$ cat src/rtl/piradip_sample_capture_pkg.sv
// piradip_sample_capture_pkg
// Shared types for the AXI-stream sample capture engine.
//   cap_mode_t  : capture mode as written by the CSR block (2-bit encoding)
//   cap_state_t : capture engine FSM states
//   is_capturing: true for the states in which the stream is accepted
package piradip_sample_capture_pkg;

  typedef enum logic [1:0] {
    OFF        = 2'd0,
    CONTINUOUS = 2'd1,
    ONE_SHOT   = 2'd2,
    TRIGGERED  = 2'd3
  } cap_mode_t;

  typedef enum logic [2:0] {
    IDLE  = 3'd0,
    RUN   = 3'd1,
    ARMED = 3'd2,
    POST  = 3'd3,
    DONE  = 3'd4
  } cap_state_t;

  // The stream is accepted in every state that is still filling the ring.
  function automatic logic is_capturing(input cap_state_t s);
    return (s == RUN) || (s == ARMED) || (s == POST);
  endfunction

endpackage

$ cat src/rtl/piradip_ring_addr_gen.sv
// piradip_ring_addr_gen
// Ring address counter for the sample RAM.
//   aclk, aresetn : clock, async active-low reset (addr returns to 0)
//   load          : reload addr with load_addr (wins over advance)
//   load_addr     : reload value
//   advance       : step to the next ring address
//   ring_start    : first ring address
//   ring_end      : last ring address (inclusive)
//   addr          : current ring address
//   wrap          : combinational pulse, this advance returns to ring_start
module piradip_ring_addr_gen #(
  parameter int ADDR_WIDTH = 12
) (
  input  logic                  aclk,
  input  logic                  aresetn,
  input  logic                  load,
  input  logic [ADDR_WIDTH-1:0] load_addr,
  input  logic                  advance,
  input  logic [ADDR_WIDTH-1:0] ring_start,
  input  logic [ADDR_WIDTH-1:0] ring_end,
  output logic [ADDR_WIDTH-1:0] addr,
  output logic                  wrap
);

  logic [ADDR_WIDTH-1:0] addr_q;

  // Equality-only compare: with ring_end below ring_start the counter runs
  // through the top of memory and rolls over naturally before reaching the end.
  assign wrap = advance && !load && (addr_q == ring_end);

  always_ff @(posedge aclk or negedge aresetn) begin
    if (!aresetn) begin
      addr_q <= '0;
    end else if (load) begin
      addr_q <= load_addr;
    end else if (advance) begin
      addr_q <= (addr_q == ring_end) ? ring_start : addr_q + 1'b1;
    end
  end

  assign addr = addr_q;

endmodule

$ cat src/rtl/piradip_axis_sample_capture.sv
// piradip_axis_sample_capture
// Multi-channel AXI-stream sample capture engine writing one beat per RAM word.
//   aclk, aresetn        : clock, async active-low reset
//   s_tdata/tvalid/tready: sample stream, lane k = s_tdata[k*SAMPLE_WIDTH +: SAMPLE_WIDTH]
//   trigger              : level input, rising edge is the trigger event
//   cfg_*                : configuration, latched on the cfg_update pulse
//   mem_we/be/addr/wdata : zero-latency write port of the sample RAM
//   sts_active           : engine is accepting beats
//   sts_wrapped          : ring wrapped since the last cfg_update
//   sts_trig_addr        : RAM address of the trigger beat
//   sts_done             : one-cycle pulse on completion
module piradip_axis_sample_capture
  import piradip_sample_capture_pkg::*;
#(
  parameter int SAMPLE_WIDTH = 16,
  parameter int NUM_CHANNELS = 4,
  parameter int ADDR_WIDTH   = 12
) (
  input  logic                                 aclk,
  input  logic                                 aresetn,
  input  logic [NUM_CHANNELS*SAMPLE_WIDTH-1:0] s_tdata,
  input  logic                                 s_tvalid,
  output logic                                 s_tready,
  input  logic                                 trigger,
  input  logic                                 cfg_update,
  input  logic [1:0]                           cfg_mode,
  input  logic [ADDR_WIDTH-1:0]                cfg_start_offset,
  input  logic [ADDR_WIDTH-1:0]                cfg_end_offset,
  input  logic [ADDR_WIDTH-1:0]                cfg_post_count,
  input  logic [NUM_CHANNELS-1:0]              cfg_chan_mask,
  output logic                                 mem_we,
  output logic [NUM_CHANNELS-1:0]              mem_be,
  output logic [ADDR_WIDTH-1:0]                mem_addr,
  output logic [NUM_CHANNELS*SAMPLE_WIDTH-1:0] mem_wdata,
  output logic                                 sts_active,
  output logic                                 sts_wrapped,
  output logic [ADDR_WIDTH-1:0]                sts_trig_addr,
  output logic                                 sts_done
);

  cap_state_t state, state_next;

  cap_mode_t               mode_q;
  logic [ADDR_WIDTH-1:0]   start_q;
  logic [ADDR_WIDTH-1:0]   end_q;
  logic [ADDR_WIDTH-1:0]   post_q;
  logic [NUM_CHANNELS-1:0] mask_q;
  logic [ADDR_WIDTH-1:0]   cnt_q;
  logic [ADDR_WIDTH-1:0]   trig_addr_q;
  logic                    trigger_q;
  logic                    wrapped_q;
  logic                    done_q;

  logic                    beat;
  logic                    trig_rise;
  logic [ADDR_WIDTH-1:0]   addr;
  logic                    wrap;

  assign s_tready  = is_capturing(state);
  assign beat      = s_tvalid && s_tready;
  assign trig_rise = trigger && !trigger_q;

  piradip_ring_addr_gen #(
    .ADDR_WIDTH (ADDR_WIDTH)
  ) u_addr_gen (
    .aclk       (aclk),
    .aresetn    (aresetn),
    .load       (cfg_update),
    .load_addr  (cfg_start_offset),
    .advance    (beat),
    .ring_start (start_q),
    .ring_end   (end_q),
    .addr       (addr),
    .wrap       (wrap)
  );

  always_ff @(posedge aclk or negedge aresetn) begin
    if (!aresetn) begin
      state <= IDLE;
    end else begin
      state <= state_next;
    end
  end

  // cfg_update restarts from any state, so it is decoded ahead of the state case.
  always_comb begin
    state_next = state;
    if (cfg_update) begin
      case (cfg_mode)
        CONTINUOUS, ONE_SHOT: state_next = RUN;
        TRIGGERED:            state_next = ARMED;
        default:              state_next = IDLE;
      endcase
    end else begin
      case (state)
        RUN: begin
          if ((mode_q == ONE_SHOT) && beat && (addr == end_q)) begin
            state_next = DONE;
          end
        end
        ARMED: begin
          if (trig_rise) begin
            state_next = (post_q == '0) ? DONE : POST;
          end
        end
        POST: begin
          if (beat && (cnt_q == ADDR_WIDTH'(1))) begin
            state_next = DONE;
          end
        end
        default: state_next = state;
      endcase
    end
  end

  always_ff @(posedge aclk or negedge aresetn) begin
    if (!aresetn) begin
      mode_q  <= OFF;
      start_q <= '0;
      end_q   <= '0;
      post_q  <= '0;
      mask_q  <= '0;
    end else if (cfg_update) begin
      mode_q  <= cap_mode_t'(cfg_mode);
      start_q <= cfg_start_offset;
      end_q   <= cfg_end_offset;
      post_q  <= cfg_post_count;
      mask_q  <= cfg_chan_mask;
    end
  end

  // Sampled unconditionally so a trigger already high when arming is not an edge.
  always_ff @(posedge aclk or negedge aresetn) begin
    if (!aresetn) begin
      trigger_q <= 1'b0;
    end else begin
      trigger_q <= trigger;
    end
  end

  // The trigger beat itself is not counted; cnt holds the beats still to write.
  always_ff @(posedge aclk or negedge aresetn) begin
    if (!aresetn) begin
      cnt_q       <= '0;
      trig_addr_q <= '0;
    end else if (!cfg_update) begin
      if ((state == ARMED) && trig_rise) begin
        cnt_q       <= post_q;
        trig_addr_q <= addr;
      end else if ((state == POST) && beat) begin
        cnt_q <= cnt_q - 1'b1;
      end
    end
  end

  always_ff @(posedge aclk or negedge aresetn) begin
    if (!aresetn) begin
      wrapped_q <= 1'b0;
      done_q    <= 1'b0;
    end else begin
      if (cfg_update) begin
        wrapped_q <= 1'b0;
      end else if (wrap) begin
        wrapped_q <= 1'b1;
      end
      done_q <= (state_next == DONE) && (state != DONE);
    end
  end

  assign mem_we        = beat;
  assign mem_be        = mask_q;
  assign mem_addr      = addr;
  assign mem_wdata     = s_tdata;
  assign sts_active    = is_capturing(state);
  assign sts_wrapped   = wrapped_q;
  assign sts_trig_addr = trig_addr_q;
  assign sts_done      = done_q;

endmodule

$ cat config.mk
export PLATFORM = sky130hd
export DESIGN_NAME = piradip_axis_sample_capture
export DESIGN_NICKNAME = d
export VERILOG_FILES = /design/src/rtl/piradip_sample_capture_pkg.sv /design/src/rtl/piradip_ring_addr_gen.sv /design/src/rtl/piradip_axis_sample_capture.sv
export SDC_FILE = /design/constraint.sdc
export NUM_CORES = 1
export LEC_CHECK = 0
export ABC_AREA = 0
export BUFFER_PORTS_ARGS = -buffer_cell sky130_fd_sc_hd__clkbuf_2
export CAP_MARGIN = 20
export CORE_ASPECT_RATIO = 2
export CORE_MARGIN = 2
export CORE_UTILIZATION = 51
export CTS_CLUSTER_SIZE = 20
export DETAILED_ROUTE_END_ITERATION = 8
export GPL_TIMING_DRIVEN = 1
export PLACE_DENSITY = 0.95
export SLEW_MARGIN = 20
export SYNTH_ARGS = -nofsm -noshare
export SYNTH_HDL_FRONTEND = slang
export SYNTH_SLANG_ARGS = --single-unit
$ cat constraint.sdc
create_clock -name aclk -period 3.48 [get_ports aclk]
set_input_delay 0.174 -clock aclk [delete_from_list [all_inputs] [get_ports aclk]]
set_output_delay 0.174 -clock aclk [all_outputs]
set_load 0.02 [all_outputs]
* Word level (Yosys, flattened, before mapping)
Cells that the tools add are included. Widths: inputs -> output; s select.
Word-level totals: register bits 84, input port bits 111, logic and storage cells 61, output and inout port bits 97
Cells by class: eq/ne operators 11, muxes and demuxes 14, bitwise gates (word level) 1, reductions and logical operators 21, $add $sub $neg 2
Operators with widths (number):
- $mux 12 | 5
- $mux 3 | 5
- $add 12x1->12 const B | 1
- $eq 12x1->1 const B | 1
- $eq 12x12->1 | 1
- $logic_not 12->1 | 1
- $sub 12x1->12 const B | 1
- $logic_and 1x1->1 | 10
- $pmux 3 s3 | 1
- $eq 2x2->1 const B | 3
- $eq 3x2->1 const B | 2
- $reduce_bool 2->1 | 3
- $pmux 2 s2 | 1
- $reduce_and 2->1 | 2
- $eq 3x1->1 const B | 1
- $eq 3x3->1 const B | 1
- $ne 3x3->1 const B | 1
- $eq 2x1->1 const B | 1
- $logic_not 1->1 | 2
- $logic_or 1x1->1 | 2
- $mux 1 | 2
- $reduce_or 2->1 | 1
- $not 1->1 | 1

* Depth between registers and ports, before layout
depth in word-level cells 11, mapped depth 7, gate-level depth less buffers 7

* Hierarchy
A second synthesis with hierarchy kept.
Unflattened totals: cells, all modules 463, area total of the unflattened synthesis 4789.6 µm²
By module, submodules not included:
- piradip_axis_sample_capture | cells each 351, seq. area each 1801.7 µm², times used 1, area an instance 3707.3 µm²
- piradip_ring_addr_gen | cells each 112, seq. area each 300.3 µm², times used 1, area an instance 1082.3 µm²

* Least setup slack after synthesis
OpenSTA, ideal clock, no wires.
path kind reg2reg, from register u_addr_gen.addr_q[5], in the netlist u_addr_gen.addr[5], to register u_addr_gen.addr_q[10], in the netlist u_addr_gen.addr[10], cell stages (with the launch flop) 8, clock period less this slack 1.835 ns, data arrival time 1.743 ns, setup time 0.092 ns, path buffers 2, path slack 1.645 ns, path through dfrtp_1 > buf_6 > xnor2_2 > nand4_2 > nor3_4 > buf_6 > nor2_2 > o31ai_2
On the way: word-level cells in the longest chain between the ends 4
Ends and longest elaborated chain:
- from (decl) | line piradip_ring_addr_gen.sv:25 | logic [ADDR_WIDTH-1:0] addr_q;
- from (signal assigned) | line piradip_ring_addr_gen.sv:35 | addr_q <= load_addr;
- from (signal assigned) | line piradip_ring_addr_gen.sv:37 | addr_q <= (addr_q == ring_end) ? ring_start : addr_q + 1'b1;
- $add 12x1->12 / $eq 12x12->1 (equally long branches) | line piradip_ring_addr_gen.sv:37
- $mux 12 * | line piradip_ring_addr_gen.sv:37
- $mux 12 * | line piradip_ring_addr_gen.sv:36 | end else if (advance) begin
- $mux 12 * | line piradip_ring_addr_gen.sv:34 | end else if (load) begin
Every way passes the cells marked *; elsewhere a longest branch is shown, timed or not. The select of a mux whose other input is x is not followed. A chain may end at the register's enable or synchronous reset.

* Worst setup path after layout
from register state[0], to register cnt_q[10]
On the way: word-level cells in the longest chain between the ends 7
Ends and longest elaborated chain:
- from (decl) | line piradip_axis_sample_capture.sv:41 | cap_state_t state, state_next;
- from (signal assigned) | line piradip_axis_sample_capture.sv:81 | state <= state_next;
- $eq 3x1->1 / $eq 3x2->1 (equally long branches) | line piradip_sample_capture_pkg.sv:25, piradip_axis_sample_capture.sv:147
- $logic_or 1x1->1 (2 in series) | line piradip_sample_capture_pkg.sv:25 | return (s == RUN) || (s == ARMED) || (s == POST);
- $logic_and 1x1->1 | line piradip_axis_sample_capture.sv:60 | assign beat = s_tvalid && s_tready;
- $logic_and 1x1->1 | line piradip_axis_sample_capture.sv:150 | end else if ((state == POST) && beat) begin
- $reduce_bool 2->1 (no source line)
- $reduce_and 2->1 (no source line)
- to (signal assigned) | line piradip_axis_sample_capture.sv:148 | cnt_q <= post_q;
- to (signal assigned) | line piradip_axis_sample_capture.sv:151 | cnt_q <= cnt_q - 1'b1;
- to (decl) | line piradip_axis_sample_capture.sv:48 | logic [ADDR_WIDTH-1:0] cnt_q;
Several ways; a longest one is shown, not always the timed one.

==> flow_metrics.tcl <==
set metrics [dict create \
    setup_viol 0 \
    yosysTopAreaCellShare_pct 45.5 \
    die_width_um 71.3 \
    min_to "post_q[2]" \
    met3_usage_pct 5.23 \
    nFillCells 679 \
    yosys_warnings 0 \
    reg2reg_from "state[0]" \
    cp_cell_sequence "nor3b_1, nand2_1, o21ai_0, o21ai_0, o2bb2ai_1" \
    postCtsSetupBuffers 0 \
    cp_max_fo 24 \
    post-route-period-util_pct 67.3 \
    syn_avg_cell_area_sq_um 10.5 \
    syn_inst 438 \
    holdCritStartpoint "cfg_post_count[2]" \
    postRouteAntennaNets 0 \
    clk_latency_ns 0.34 \
    first_pass_iters 6 \
    crit_arrival_ns 2.53 \
    core_sq_mm 0.00889 \
    fin_crit_ns 2.34 \
    cp_common_cell "o21ai_0" \
    hold_ws_ns 0.0597 \
    worst_pin_slew_ns 0.923 \
    grt_pass1_wl_um 19000 \
    synth-seq-area-share_pct 45.5 \
    grt_overflow 0 \
    synth_seq_cells 84 \
    synthFlopType "dfrtp_1" \
    cp_slowest_cell "nand2_1" \
    power_w 0.00319 \
    status "finished, final reports clean" \
    yosysUniqueCellTypes 53 \
    die_h_um 139 \
    gp_congestion 1.00 \
    fin_ws_ns 1.14 \
    cts_sinks 84 \
    wl_um 12200 \
    netlist_area_sq_mm 0.00462 \
    max_freq_mhz 427 \
    r2r_slack_ns 1.14 \
    finalNetCount 564 \
    wl_per_cell_um 21.9 \
    grt_pass1_vias 3685 \
    ys_async_sr_fraction_pct 100 \
    r2r_cells 5 \
    via_count 3504 \
    dp_hpwl_um 8750 \
    use_met2_pct 43.8 \
    route.detailed.drc 0 \
    cts.clk_slew.worst_paths_ns 0.06 \
    insertedDiodeCount 0 \
    synth_common_cells "dfrtp_1, buf_4, mux2_2" \
    busiest_layer "met2" \
    grt_usage_pct 25.1 \
    hp-class "in2reg" \
    leakagePower_nw 2.19 \
    power_per_cell_area_mw_per_mm2 651 \
    syn_nets 553 \
    cts_tree "done" \
    clockBufferDepth 2 \
    cts_inserted_buffers 9 \
    synth_edf_count 0 \
    hold_path_depth 3 \
    critPathKind "reg2reg" \
    finalMaxSlewViolations 0 \
    antenna_found_initial 0 \
    cts_resized 0 \
    slowest_delay_ns 0.66 \
    htree_levels 3 \
    synth.area.top_cells "dfrtp_1, buf_4, mux2_2, xnor2_1, nand2_1" \
    vias_per_cell 6.30 \
    rsz0062_at_grt "no" \
    pin_count 208 \
    place_ws_ns 1.21 \
    dieArea_sq_mm 0.00988 \
    row_count 49 \
    yosysTopAreaCell "dfrtp_1" \
    end_kind "flop" \
    finalSetupTns_ns 0 \
    use_met1_pct 23.4 \
    worst_ir_drop_vdd_mv 0.483 \
    maxCapViolations 0 \
    drive_gt1_share_pct 32.6 \
    syn_to_final_growth_pct 6.12 \
    relSlewSlack_pct 38.3 \
    hold_buffers 1 \
    first_iter_violations 267 \
    cp.required_ns 3.67 \
    synth_most_common_cell "dfrtp_1" \
    io_buffers 79 \
    fin_skew_ns 0.00753 \
    critPathLaunchType "flop" \
    grt_max_degree 85 \
    hold_viol 0 \
    start_util_pct 52.0 \
    cts_root_buffer "clkbuf_16" \
    r2r_end "cnt_q[10]" \
]
-- stage by stage --
step                      utilization (%)  std cells  area [sq um]
after floorplan                         -        438          4620
after global placement               51.5        538          4570
after detailed placement             51.5        538          4570
after CTS                            55.0        555          4890
after global routing                 55.1        556          4900
final                                55.1        556          4900
-- where the power goes --
| group | internal [W] | leakage (nW) | total, W | switching [W] |
|---|---|---|---|---|
| logic | 0.000338 | 1.02 | 0.000828 | 0.000490 |
| clock network | 0.000592 | 0.149 | 0.000962 | 0.000369 |
| registers | 0.00118 | 1.02 | 0.00140 | 0.000226 |
| total | 0.00211 | 2.19 | 0.00319 | 0.00109 |
-- state kept, by name, indices dropped and copies added, names as in the netlist --
signal,cells
state,3
sts_done,1
cnt_q,12
mode_q,2
u_addr_gen.addr,12
end_q,12
mem_be,4
start_q,12
sts_trig_addr,12
post_q,12
sts_wrapped,1
trigger_q,1
-- per-layer routing --
layer	vias to the layer above	wire (um)
li1	1524	-
met1	1688	3720
met2	189	6520
met3	103	842
met4	0	1070
met5	-	0
-- cell families (layout without fill, tap and decap cells) --
| logic type | Yosys count | in the layout | share of synthesized area, % |
|---|---|---|---|
| simple gates | 108 | 108 | 13.2 |
| buf+inv | 97 | 113 | 13.7 |
| flops | 84 | 84 | 45.5 |
| compound gates | 75 | 75 | 10.3 |
| mux | 53 | 53 | 12.7 |
| xor+xnor | 17 | 17 | 3.39 |
| fa+ha+maj | 4 | 4 | 1.08 |
-- cells in the final DEF, fill, tap and decap left out, drive strengths merged, types with 3 or more instances in the layout --
| master | netlist | routed |
|---|---|---|
| o21ai | 28 | 28 |
| nand2 | 30 | 30 |
| a211o | 4 | 4 |
| mux2i | 8 | 8 |
| or3 | 3 | 3 |
| mux2 | 45 | 45 |
| nand3 | 12 | 12 |
| nor3b | 3 | 3 |
| a21oi | 11 | 11 |
| nor4 | 10 | 10 |
| o211ai | 8 | 8 |
| clkbuf | 5 | 90 |
| inv | 15 | 15 |
| a31oi | 4 | 4 |
| nand4 | 15 | 15 |
| nor2 | 11 | 11 |
| dfrtp | 84 | 84 |
| a22oi | 8 | 8 |
| xnor2 | 17 | 17 |
| nor3 | 5 | 5 |
| ha | 4 | 4 |
| and2 | 4 | 4 |
-- worst max-delay path by stage --
| stage | from | end | cells after the start |
|---|---|---|---|
| after floorplan | u_addr_gen.addr[5] | u_addr_gen.addr[10] | 7 |
| after global placement | state[0] | cnt_q[10] | 5 |
| after detailed placement | state[0] | cnt_q[10] | 5 |
| after CTS | state[0] | cnt_q[10] | 5 |
| after global routing | state[0] | cnt_q[10] | 5 |
| final | state[0] | cnt_q[10] | 5 |
-- critical path, delay by kind of cell, from the launching register on --
family,cells,cell delay (ns)
AOI/OAI and AO/OA,3,0.60
DFF,1,0.50
and+or+nand+nor,2,1.10
-- layout make-up --
| type | count | area, sq um | share of cell area (%) |
|---|---|---|---|
| sequential | 84 | 2100 | 42.9 |
| multi-input combinational | 257 | 1880 | 38.4 |
| timing repair buffer | 82 | 429 | 8.75 |
| clock buffer | 12 | 256 | 5.23 |
| tap | 102 | 128 | 2.60 |
| inverter | 15 | 56.3 | 1.15 |
| clock inverter | 4 | 47.5 | 0.970 |
Note: power is estimated with default switching activity, not from simulation.
